<file path="src/rtl/cla_lookahead_unit.sv">
// Four-group carry-lookahead generator: flattened two-level carries C1..C4 plus
// block generate/propagate, all registered with one cycle of latency.
module cla_lookahead_unit (
  input  logic clk,
  input  logic rst,
  input  logic in_valid,
  input  logic g0,
  input  logic p0,
  input  logic g1,
  input  logic p1,
  input  logic g2,
  input  logic p2,
  input  logic g3,
  input  logic p3,
  input  logic cin,
  output logic c1,
  output logic c2,
  output logic c3,
  output logic c4,
  output logic g_out,
  output logic p_out,
  output logic out_valid
);

  logic c1_d, c2_d, c3_d, c4_d, g_d, p_d;
  logic c1_q, c2_q, c3_q, c4_q, g_q, p_q, valid_q;

  // Each carry is a direct sum-of-products of the group terms; no carry feeds another.
  always_comb begin
    c1_d = g0 | (p0 & cin);
    c2_d = g1 | (p1 & g0) | (p1 & p0 & cin);
    c3_d = g2 | (p2 & g1) | (p2 & p1 & g0) | (p2 & p1 & p0 & cin);
    c4_d = g3 | (p3 & g2) | (p3 & p2 & g1) | (p3 & p2 & p1 & g0)
         | (p3 & p2 & p1 & p0 & cin);
    g_d  = g3 | (p3 & g2) | (p3 & p2 & g1) | (p3 & p2 & p1 & g0);
    p_d  = p3 & p2 & p1 & p0;
  end

  // Results are captured every cycle; in_valid only travels alongside as a tag.
  always_ff @(posedge clk) begin
    if (rst) begin
      c1_q    <= 1'b0;
      c2_q    <= 1'b0;
      c3_q    <= 1'b0;
      c4_q    <= 1'b0;
      g_q     <= 1'b0;
      p_q     <= 1'b0;
      valid_q <= 1'b0;
    end else begin
      c1_q    <= c1_d;
      c2_q    <= c2_d;
      c3_q    <= c3_d;
      c4_q    <= c4_d;
      g_q     <= g_d;
      p_q     <= p_d;
      valid_q <= in_valid;
    end
  end

  assign c1        = c1_q;
  assign c2        = c2_q;
  assign c3        = c3_q;
  assign c4        = c4_q;
  assign g_out     = g_q;
  assign p_out     = p_q;
  assign out_valid = valid_q;

endmodule

</file>
<file path="config.mk">
export PLATFORM = sky130hd
export DESIGN_NAME = cla_lookahead_unit
export DESIGN_NICKNAME = d
export VERILOG_FILES = /design/src/rtl/cla_lookahead_unit.sv
export SDC_FILE = /design/constraint.sdc
export NUM_CORES = 1
export LEC_CHECK = 0
export CORE_AREA = 2 2 39 41
export CTS_CLUSTER_SIZE = 30
export DETAILED_ROUTE_END_ITERATION = 10
export DIE_AREA = 0 0 41 43
export MAX_ROUTING_LAYER = met4
export SETUP_SLACK_MARGIN = 0.2
export SLEW_MARGIN = 20
export SYNTH_ARGS = -nofsm -noshare
export SYNTH_HDL_FRONTEND = slang
export SYNTH_SLANG_ARGS = --single-unit
export TNS_END_PERCENT = 5
</file>
<file path="constraint.sdc">
create_clock -name clk -period 0.8 [get_ports clk]
set_input_delay 0.08 -clock clk [delete_from_list [all_inputs] [get_ports clk]]
set_output_delay 0.08 -clock clk [all_outputs]
set_load 0.1 [all_outputs]
</file>
==> impl_metrics.yaml, run 1 <==
worst_setup_path:
  slowest_stage: "dfxtp_4"
  end_kind: "primary output"
  cp-start-kind: "register"
  crit_fanout: 1
  critical_path_class: "reg -> out"
  worstPathArrival_ps: 750
  slowest_delay_ps: 340
  critPathBufInv: 1
  worstPathCellList: "buf_12"
  cp_top_family: "flip-flops"
  worstPathRequired_ps: 720
synth:
  syn_area_per_cell_sq_um: 10.34
  synth_cells: 23
  synth_area_leaders: "dfxtp_1 (59%), a21oi_1 (8.4%), a21o_1 (6.3%), a211oi_2 (5.3%), nor2b_1 (5.3%)"
  yosysTopAreaCell: "dfxtp_1"
  netlist_area_sq_um: 237.7
  synth-seq-cells: 7
  synth_nets: 35
  synth_top_area_share_pct: 58.95
  yosysSeqAreaShare_pct: 58.95
  ys_warn_count: 0
  post_synth_num_cell_types: 11
placement:
  pre_cts_ws_ps: -342.1
  finalWeightedCongestion: 0.6956
  placed_area_sq_um: 549.3
  io_buffers: 18
route:
  drc_errors: 0
  wl_per_cell_um: 8.862
  vias_per_cell: 4.000
  first_iter_violations: 1
  first_pass_iters: 2
  routed_wl_um: 576
  final_antenna_net_count: 0
  vias: 260
grt:
  grt-busiest-layer: "met1"
  antenna_found_initial: 0
  grt_pass1_vias: 217
  met1_usage_pct: 9.446
  grt_use_met2_pct: 8.750
  grt_pass1_wl_um: 848
  overflow: 0
  met3_usage_pct: 3.665
  grt_max_degree: 8
  grtUsageTotal_pct: 7.541
hold_path:
  hold_class: "in -> reg"
die:
  io_pins: 19
  coreArea_sq_um: 1384
  fp-row-count: 14
  start_util_pct: 17.18
  dieArea_sq_um: 1763
  die_w_um: 41
  die_h_um: 43
run:
  max_cap_violations: 0
clock_network:
  post_cts_buffers: 0
  cts.sinks: 7
  tritoncts: "done"
  cts_hold_buf: 0
  htreeDepth: 1
  cts_root_buf: "clkbuf_4"
  numCtsBuffers: 3
  clk_path_buf_depth: 2
  clk_pin_slew_ps: 50
cells_and_area:
  drive_above_1_share_pct: 51.02
  fin_util_pct: 43.22
  fin_nets: 62
  fillers: 138
  fin_area_sq_um: 598.1
  area_delta_synth_final_pct: 151.6
  diodes: 0
pwr:
  ir_drop_uv: 718.0
  p_per_area_nw_per_um2: 1763
  leakagePower_nw: 0.2775
timing:
  hold_viol: 0
  relSlewSlack_pct: 83.42
  fmax_mhz: 1210
  maxSlewViolCount: 0
  rsz0062_at_grt: "yes"
  worst_pin_slew_ps: 248.7
  fin_crit_sh_pct: 103.3
  fin_crit_ps: 826.2
  fin_ws_ps: -26.16
  setup_viol: 7
run_status:
  outcome: "finished, violations left"
  violations: "setup timing"
[cell usage after synthesis]
cell      count
nand2b_1      1
a21oi_1       4
nand3_1       1
a21o_1        2
nand4_1       1
dfxtp_1       7
nor3b_1       1
nor2_1        2
nor2b_1       2
a211oi_2      1
nor3_1        1
[where the power goes]
group / switching [W] / internal, W
sequential: 0.0000163 / 0.000374
combinational: 0.000209 / 0.000151
clock: 0.000114 / 0.000189
total: 0.000340 / 0.000715
[cell families after synthesis]
logic type / share of synthesized area [%]
AND/OR/NAND/NOR: 21.05
flip-flops: 58.95
AO/OA/AOI/OAI: 20.00
[final cells by class]
class / count / area, sq um / share of cell area [%]
timing repair buffer: 22 / 290.3 / 48.54
sequential: 7 / 151.4 / 25.31
multi-input combinational: 16 / 110.1 / 18.41
clock buffer: 4 / 26.28 / 4.393
tap: 16 / 20.02 / 3.347
[metrics by stage]
step | total power, W | std cells | TNS (ps) | hold WS (ps)
finish | 0.001054 | 65 | -153.5 | 160.2
global route | 0.001114 | 65 | -350.2 | 156.1
CTS | 0.001066 | 65 | -219.1 | 242.3
detailed placement | 0.0007609 | 61 | -1704 | 542.6
global placement | 0.0007593 | 61 | -1715 | 542.5
floorplan | 0.0005750 | 23 | 0 | 141.7
[worst paths after layout]
path / from / end / depth (start not counted)
max: c1 / c1 / 1
min: p3 / p_out / 3
[state kept, by name (all words and copies together), names as in the netlist]
name       flops
c1             1
g_out          1
p_out          1
c4             1
c2             1
out_valid      1
c3             1
[routing by layer]
metal / part of all wire [%] / routed length [um] / vias up
li1: - / - / 133
met1: 41 / 237 / 114
met2: 50 / 286 / 13
met3: 9.0 / 52 / 0
met4: 0 / 0 / 0
met5: 0 / 0 / -
[cell usage in the layout (no fill, tap or decap), drive strengths merged]
master / n
nor2b: 2
nand3: 1
nand4: 1
clkdlybuf4s15: 2
a211oi: 1
a21o: 2
dlygate4sd2: 3
a21oi: 4
nand2b: 1
clkbuf: 4
buf: 11
dlymetal6s2s: 4
nor2: 2
nor3: 1
dfxtp: 7
clkdlybuf4s50: 2
nor3b: 1
[repair_timing]
action,CTS,global route
resized for setup,7,8
pin swaps,5,4
setup endpoints to repair,14,12
Note: power is estimated with default switching activity, not from simulation.
==> inputs of run 2 (changes only) <==
clock period = 1 ns   (was 0.8 ns; I/O delays follow)
==> impl_metrics.yaml, run 2 (synthesis gave the netlist of run 1 again) <==
run_status:
  outcome: "finished clean"
pwr:
  ir_drop_uv: 474.6
  power_frac_comb_pct: 33.7
  p_per_area_nw_per_um2: 1479
  leakagePower_nw: 0.2468
  finalPower_w: 0.0008585
  pwr-share-clk_pct: 29.7
  internal-power_w: 0.0005762
  sw_frac_of_total_pct: 32.88
  p_sw_w: 0.0002823
  seqPwrFrac_pct: 36.6
clock_network:
  clk_pin_slew_ps: 50
  cts_hold_buf: 0
  tritoncts: "done"
  cts_root_buf: "clkbuf_4"
  post_cts_buffers: 0
  htreeDepth: 1
  cts.sinks: 7
  clk_path_buf_depth: 2
  numCtsBuffers: 3
cells_and_area:
  fin_nets: 62
  ff_latch_area_sq_um: 148.9
  fin_cells: 65
  multi_input_comb_area_sq_um: 106.4
  diodes: 0
  mostFrequentLayoutCells: "dfxtp_2 (7), clkdlybuf4s50_1 (7), buf_12 (7)"
  drive_above_1_share_pct: 48.98
  fin_util_pct: 41.95
  fillers: 145
  area_delta_synth_final_pct: 144.2
worst_setup_path:
  end_kind: "primary output"
  worstPathRequired_ps: 900
  crit_fanout: 1
  slowest_delay_ps: 340
  cp-start-kind: "register"
  critPathCapture: "c3"
  critical_path_class: "reg -> out"
  slowest_stage: "dfxtp_2"
  critPathBufInv: 1
  worstPathCellList: "buf_12"
  cp_top_family: "flip-flops"
  worstPathArrival_ps: 760
  critPathLaunch: "c3"
  cp.depth: 1
grt:
  grt_pass1_wl_mm: 1.007
  antenna_found_initial: 0
  grtUsageTotal_pct: 9.372
  grt_max_degree: 8
  overflow: 0
  grt_pass1_vias: 246
route:
  vias_per_cell: 4.123
  final_antenna_net_count: 0
  wl_per_cell_um: 9.554
  first_iter_violations: 1
  routed_wl_um: 621
  drc_errors: 0
  first_pass_iters: 2
  vias: 268
timing:
  setup_viol: 0
  relSlewSlack_pct: 82.48
  fin_ws_ps: 143.1
  maxSlewViolCount: 0
  rsz0062_at_grt: "yes"
  fin_crit_sh_pct: 85.69
  worst_pin_slew_ps: 262.1
  fmax_mhz: 1167
  whs_ps: 268.8
  fin_crit_ps: 856.9
  hold_viol: 0
die:
  coreArea_sq_um: 1384
  io_pins: 19
  dieArea_sq_um: 1763
  fp-row-count: 14
  die_h_um: 43
  die_w_um: 41
  start_util_pct: 17.18
placement:
  finalWeightedCongestion: 0.6957
  dp.cells: 61
  dp_hpwl_um: 477.8
  pre_cts_ws_ps: -171.3
  io_buffers: 18
hold_path:
  hold_class: "in -> reg"
  hold_depth: 2
run:
  max_cap_violations: 0
run 2: changes by cell type in the layout (fill, tap and decap cells not counted), sizes merged:
cell           previous run  this run
clkdlybuf4s50             2         7
clkdlybuf4s15             2         0
dlymetal6s2s              4         1
run 2: stage by stage:
stage               cell area, sq um  setup TNS (ps)
detailed placement             539.3          -594.4
finish                         580.6               0
CTS                            573.1               0
global placement               539.3          -545.0
global route                   580.6               0
floorplan                      239.0          -53.88
run 2: worst min path at each step:
stage | startpoint | slack (ps) | endpoint
2_1_floorplan | rst | 160 | c1
3_3_place_gp | c1 | 560 | c1
3_5_place_dp | c1 | 560 | c1
4_1_cts | p0 | 270 | p_out
5_1_grt | p0 | 270 | p_out
6_report | p0 | 270 | p_out
run 2: cell type report:
cell class,instances,area share [%]
Clock buffer,4,4.526
Tap cell,16,3.448
Sequential cell,7,25.65
Multi-Input combinational cell,16,18.32
Timing Repair Buffer,22,48.06
run 2: repair_timing:
action,CTS,global route
pin swaps,2,3
setup endpoints to repair,11,11
gates resized for setup,10,2
run 2: routing by layer:
metal  routed length (um)  up-vias  GRT usage, %  part of all wire, %
li1                     -      138             -                    -
met1                  248      116         10.97                   40
met2                  329       14         11.25                   53
met3                   43        0         3.141                  6.9
met4                    0        0         10.00                    0
met5                    0        -             -                    0
run 2: power groups by stage:
stage / clock network, W / registers (W) / logic [W]
2_1_floorplan: 0 / 0.000434 / 0.0000234
3_3_place_gp: 0 / 0.000317 / 0.000288
3_5_place_dp: 0 / 0.000318 / 0.000290
4_1_cts: 0.000259 / 0.000315 / 0.000289
5_1_grt: 0.000280 / 0.000316 / 0.000301
6_report: 0.000255 / 0.000314 / 0.000290
